`config.mk`:
```
export PLATFORM = sky130hd
export DESIGN_NAME = msgpass_rqst_writer
export DESIGN_NICKNAME = d
export VERILOG_FILES = /design/src/rtl/msgpass_rqst_writer.sv
export SDC_FILE = /design/constraint.sdc
export NUM_CORES = 1
export LEC_CHECK = 0
export ABC_AREA = 1
export BUFFER_PORTS_ARGS = -buffer_cell sky130_fd_sc_hd__clkbuf_2
export CORE_ASPECT_RATIO = 1.1
export CORE_UTILIZATION = 52
export DETAILED_ROUTE_END_ITERATION = 12
export PLACE_DENSITY = 0.86
export SYNTH_ARGS = -nofsm -noshare
export SYNTH_HDL_FRONTEND = slang
export SYNTH_HIERARCHICAL = 1
export SYNTH_SLANG_ARGS = --single-unit
```
`constraint.sdc`:
```
create_clock -name sys_clk -period 5 [get_ports sys_clk]
set_clock_uncertainty 0.1 [all_clocks]
set_input_delay 0.75 -clock sys_clk [delete_from_list [all_inputs] [get_ports sys_clk]]
set_output_delay 0.75 -clock sys_clk [all_outputs]
set_load 0.01 [all_outputs]
```
`src/rtl/msgpass_rqst_writer.sv`:
```
// msgpass_rqst_writer: write-side sequencer for the message-pass buffer.
// Packs one share-group request beat per page, writes pages to buffer
// port A in circular order, and tracks occupancy against reader consumes.

// Packs one lane: enable flag on top, address below (zeroed when disabled).
module msgpass_lane_pack #(
   parameter int ADDR_W = 3
) (
   input  logic              laneEn,
   input  logic [ADDR_W-1:0] laneAddr,
   output logic [ADDR_W:0]   laneWord
);
   assign laneWord = laneEn ? {1'b1, laneAddr} : '0;
endmodule

module msgpass_rqst_writer #(
   parameter  int SHARE_GROUP_SIZE   = 5,
   parameter  int RQST_ADDR_BITWIDTH = 3,
   parameter  int BUFF_DEPTH         = 8,
   localparam int LANE_WIDTH         = RQST_ADDR_BITWIDTH + 1,
   localparam int BUFF_ADDR_WIDTH    = $clog2(BUFF_DEPTH)
) (
   input  logic                                       sys_clk,
   input  logic                                       rst,
   input  logic                                       rqst_valid_i,
   output logic                                       rqst_ready_o,
   input  logic [SHARE_GROUP_SIZE*RQST_ADDR_BITWIDTH-1:0] rqst_addr_i,
   input  logic [SHARE_GROUP_SIZE-1:0]                rqst_lane_en_i,
   input  logic                                       rqst_last_i,
   input  logic                                       page_consumed_i,
   output logic [BUFF_ADDR_WIDTH-1:0]                 waddr_o,
   output logic [SHARE_GROUP_SIZE*LANE_WIDTH-1:0]     wdata_o,
   output logic                                       wen_o,
   output logic [BUFF_ADDR_WIDTH:0]                   occupancy_o,
   output logic                                       full_o,
   output logic                                       empty_o,
   output logic                                       layer_done_o,
   output logic                                       underflow_o
);

   localparam logic [BUFF_ADDR_WIDTH:0] FULL_CNT = (BUFF_ADDR_WIDTH+1)'(BUFF_DEPTH);

   typedef enum logic [1:0] {IDLE, FILL, DRAIN} state_t;

   typedef struct packed {
      logic                                               last;
      logic [SHARE_GROUP_SIZE-1:0]                        laneEn;
      logic [SHARE_GROUP_SIZE-1:0][RQST_ADDR_BITWIDTH-1:0] laneAddr;
   } rqst_t;

   state_t                                     state;
   rqst_t                                      rqst;
   logic [SHARE_GROUP_SIZE-1:0][LANE_WIDTH-1:0] laneWords;
   logic [SHARE_GROUP_SIZE-1:0][LANE_WIDTH-1:0] wdataReg;
   logic [BUFF_ADDR_WIDTH-1:0]                 wrPtr;
   logic [BUFF_ADDR_WIDTH-1:0]                 waddrReg;
   logic [BUFF_ADDR_WIDTH:0]                   occCnt;
   logic                                       wenN;
   logic                                       layerDone;
   logic                                       underflow;
   logic                                       full;
   logic                                       empty;
   logic                                       ready;
   logic                                       accept;

   assign rqst.last     = rqst_last_i;
   assign rqst.laneEn   = rqst_lane_en_i;
   assign rqst.laneAddr = rqst_addr_i;

   // Flags come straight off the registered count, so ready never depends on valid.
   assign full   = (occCnt == FULL_CNT);
   assign empty  = (occCnt == '0);
   assign ready  = (state != DRAIN) && !full;
   assign accept = rqst_valid_i && ready;

   for (genvar i = 0; i < SHARE_GROUP_SIZE; i++) begin : gLane
      msgpass_lane_pack #(.ADDR_W(RQST_ADDR_BITWIDTH)) uPack (
         .laneEn   (rqst.laneEn[i]),
         .laneAddr (rqst.laneAddr[i]),
         .laneWord (laneWords[i])
      );
   end

   // Write port: one-cycle write per accepted beat, address is the pre-increment pointer.
   always_ff @(posedge sys_clk) begin
      if (rst) begin
         wenN     <= 1'b1;
         waddrReg <= '0;
         wdataReg <= '0;
      end else begin
         wenN <= !accept;
         if (accept) begin
            waddrReg <= wrPtr;
            wdataReg <= laneWords;
         end
      end
   end

   // Pointer and occupancy; an accept and a consume in the same cycle cancel out.
   always_ff @(posedge sys_clk) begin
      if (rst) begin
         wrPtr     <= '0;
         occCnt    <= '0;
         underflow <= 1'b0;
      end else begin
         if (accept)
            wrPtr <= wrPtr + 1'b1;
         if (accept && !page_consumed_i)
            occCnt <= occCnt + 1'b1;
         else if (!accept && page_consumed_i && !empty)
            occCnt <= occCnt - 1'b1;
         if (!accept && page_consumed_i && empty)
            underflow <= 1'b1;
      end
   end

   // Layer FSM: a last beat closes the layer; drain until empty, then pulse done.
   always_ff @(posedge sys_clk) begin
      if (rst) begin
         state     <= IDLE;
         layerDone <= 1'b0;
      end else begin
         layerDone <= 1'b0;
         case (state)
            IDLE:    if (accept) state <= rqst.last ? DRAIN : FILL;
            FILL:    if (accept && rqst.last) state <= DRAIN;
            DRAIN:   if (empty) begin
                        layerDone <= 1'b1;
                        state     <= IDLE;
                     end
            default: state <= IDLE;
         endcase
      end
   end

   assign rqst_ready_o = ready;
   assign waddr_o      = waddrReg;
   assign wdata_o      = wdataReg;
   assign wen_o        = wenN;
   assign occupancy_o  = occCnt;
   assign full_o       = full;
   assign empty_o      = empty;
   assign layer_done_o = layerDone;
   assign underflow_o  = underflow;

endmodule

```
==> metrics.log <==
INFO  metric outcome = finished clean
INFO  metric cts_setup_buffers = 0
INFO  metric criticalPathCategory = flip-flop to primary output
INFO  metric synth-warning-count = 6
INFO  metric max_slew_violations = 0
INFO  metric route.final.wire_length = 3007 um
INFO  metric clkLatencyLatePin = 0.33 ns
INFO  metric required = 4.15 ns
INFO  metric cts.clk_slew.worst_paths = 0.10 ns
INFO  metric synth_async_sr_flop_share = 0
INFO  metric synth_seq_cells = 35
INFO  metric power.total = 0.8015 mW
INFO  metric track_usage = 0.2085
INFO  metric root_buffer = clkbuf_4
INFO  metric power_leakage = 1.006 nW
INFO  metric timing.setup.tns = 0 ns
INFO  metric finalCoreUtilization = 0.6680
INFO  metric synth.top_cells.by_count = nand2_1, dfxtp_1, a21oi_1, inv_1, nand3_1
INFO  metric mappedNetlistNets = 245
INFO  metric power.density_cell_area = 420.6 nW/um2
INFO  metric critical_path.startpoint_type = flip-flop
INFO  metric cpPeakStageDelay = 0.39 ns
INFO  metric final_period_minus_worst_setup_slack = 2.235 ns
INFO  metric final-hold-violation-count = 0
INFO  metric area_delta_synth_final = 18.15%
INFO  metric chipHeight = 60.41 um
INFO  metric ctsResizeCount = 0
INFO  metric worst_path_fanout_max = 6
INFO  metric detail_route.vias_per_cell = 4.873
INFO  metric timing.critical_path.to_type = primary output
INFO  metric grt_overflow_total = 0
INFO  metric via_count = 1462
INFO  metric final_layout_size_suffix_gt1_frac = 0.2884
INFO  metric clock_path_buffers = 2
INFO  metric setup_viol = 0
INFO  metric yosys.cell_types.count = 28
INFO  metric initial_core_util = 0.5654
INFO  metric power.ir.vdd_worst = 0.3788 mV
INFO  metric post_synth_main_area_contributors = dfxtp_1, nand2_1, a21oi_1
INFO  metric wl_per_cell = 10.02 um
INFO  metric worst_pin_slew = 0.5698 ns
INFO  metric placed_cells = 292
INFO  metric n_antenna_cell = 0
INFO  metric worstHoldPathType = flip-flop to flip-flop
INFO  metric synth_sequential_area_ratio = 0.4344
INFO  metric syn-cell-area = 1613 um2
INFO  metric drtAntennaViolNets = 0
INFO  metric synth.top_cell.area_share = 0.4344
INFO  metric gp_routability_congestion = 0.6731
INFO  metric core_area = 2853 um2
INFO  metric drtPass1Iterations = 4
INFO  metric drt_drc_violations_left = 0
INFO  metric synth_cells = 216
INFO  metric clock_net_sink_count = 35
INFO  metric post-route-period-util = 0.4470
INFO  metric finish.net_count = 295
INFO  metric yosysTopAreaCell = dfxtp_1
INFO  metric grt_first_pass_wirelength = 4830 um
INFO  metric cts-buffers-inserted = 5
INFO  metric slew_headroom = 0.6202
INFO  metric cts.hold.buffers_added = 0
INFO  metric placement.io_buffers = 57
INFO  metric maximum_number_of_pins_on_one_net_before_global_route_repair = 31
INFO  metric avgSynthCellArea = 7.467 um2
INFO  metric floorplan.die_area = 3329 um2
INFO  metric tritoncts = yes
INFO  metric ys.flop_type = dfxtp_1
INFO  metric achievable-frequency = 0.4474 GHz
INFO  metric stdcell_count = 300
INFO  metric worst_path_slowest_cell = dfxtp_1
INFO  metric crit_arrival = 1.38 ns
INFO  metric post_synth_edffs = 0
INFO  metric synth.most_common_cell = nand2_1
INFO  metric vias_in_the_first_global_route = 1191
INFO  metric hpwl_reported_at_the_end_of_detailed_placement = 2131 um
INFO  metric detailedRoute.firstIterationViolations = 26
INFO  metric rsz_0062_raised_after_global_routing = false
INFO  metric horizontal_extent_of_the_die = 55.10 um
INFO  metric design.portCount = 58
INFO  metric path_cells = nor2_2 -> nand3_1 -> inv_1 -> clkbuf_2
INFO  metric h-tree-depth = 2
INFO  metric max_cap_violations = 0
INFO  metric core.rowCount = 20
INFO  metric antenna_found_initial = 0
path summary, 6_finish.rpt:
kind / start / to / slack (ns) / cells past startpoint
worst max-delay path: occupancy_o[0] / empty_o / 2.77 / 4
worst min-delay path: wdata_o[14] / wdata_o[14] / 0.37 / 2
worst max register to register: occupancy_o[0] / occupancy_o[3] / 2.84 / 10
worst min register to register: wdata_o[14] / wdata_o[14] / 0.37 / 2
cell families (layout without fill, tap and decap cells):
| group | count (synthesis) | in the layout | synth area share |
|---|---|---|---|
| AO/OA/AOI/OAI | 34 | 34 | 0.1187 |
| XOR/XNOR | 1 | 1 | 0.005432 |
| buffers and inverters | 44 | 95 | 0.1412 |
| adder cells (fa/ha/maj) | 4 | 4 | 0.03569 |
| flip-flops | 35 | 35 | 0.4344 |
| AND/OR/NAND/NOR | 98 | 98 | 0.2646 |
layer usage:
metal  GRT usage  up-vias  part of all wire
li1            -      765                 -
met1      0.2352      643              0.45
met2      0.3373       52              0.47
met3      0.1028        2             0.079
met4     0.07500        0            0.0067
met5           0        -                 0
final cells by class:
cell class	instances	area, um2
clock inverter	3	43.79
inverter	30	112.6
tap	33	41.29
timing repair buffer	57	285.3
multi-input combinational	137	684.4
fill	268	947.2
sequential	35	700.7
clock buffer	5	37.54
stage by stage:
| step | hold slack (ns) | setup WS [ns] | cell area (um2) |
|---|---|---|---|
| 5_1_grt | 0.3898 | 2.601 | 1906 |
| 3_5_place_dp | 0.3563 | 2.512 | 1824 |
| 3_3_place_gp | 0.3507 | 2.591 | 1824 |
| 2_1_floorplan | 0.3418 | 2.818 | 1613 |
| 4_1_cts | 0.3730 | 2.733 | 1906 |
| 6_report | 0.3708 | 2.765 | 1906 |
flip-flops by register name, summed over array words and instances (netlist names):
name	count
occupancy_o	4
state	2
wdata_o	20
wen_o	1
layer_done_o	1
underflow_o	1
wrPtr	3
waddr_o	3
critical path: cells and delay by family (launching register included):
| family | cells | cell delay (ns) |
|---|---|---|
| buffers and inverters | 2 | 0.23 |
| DFF | 1 | 0.39 |
| and+or+nand+nor | 2 | 0.43 |
where the power goes:
group	switching (mW)	total [mW]	internal, mW
clock	0.0955	0.201	0.105
sequential	0.0271	0.343	0.316
combinational	0.161	0.258	0.0965
cells in the final DEF, fill, tap and decap left out:
master	count
nor2_2	3
clkinv_1	1
bufinv_16	1
o21a_1	1
xnor2_1	1
a21oi_1	28
o21ai_0	2
nor2_1	7
clkbuf_2	57
inv_2	1
nand2_1	71
inv_1	28
nand3_2	1
clkinv_4	1
nor3_1	2
nand3_4	1
o31ai_2	1
nand2_2	2
clkinv_2	1
clkbuf_4	5
a21oi_2	1
fa_1	1
nand3_1	8
nand4_1	2
nand4_2	1
ha_1	3
a211oi_2	1
dfxtp_1	35
Note: power is estimated with default switching activity, not from simulation.
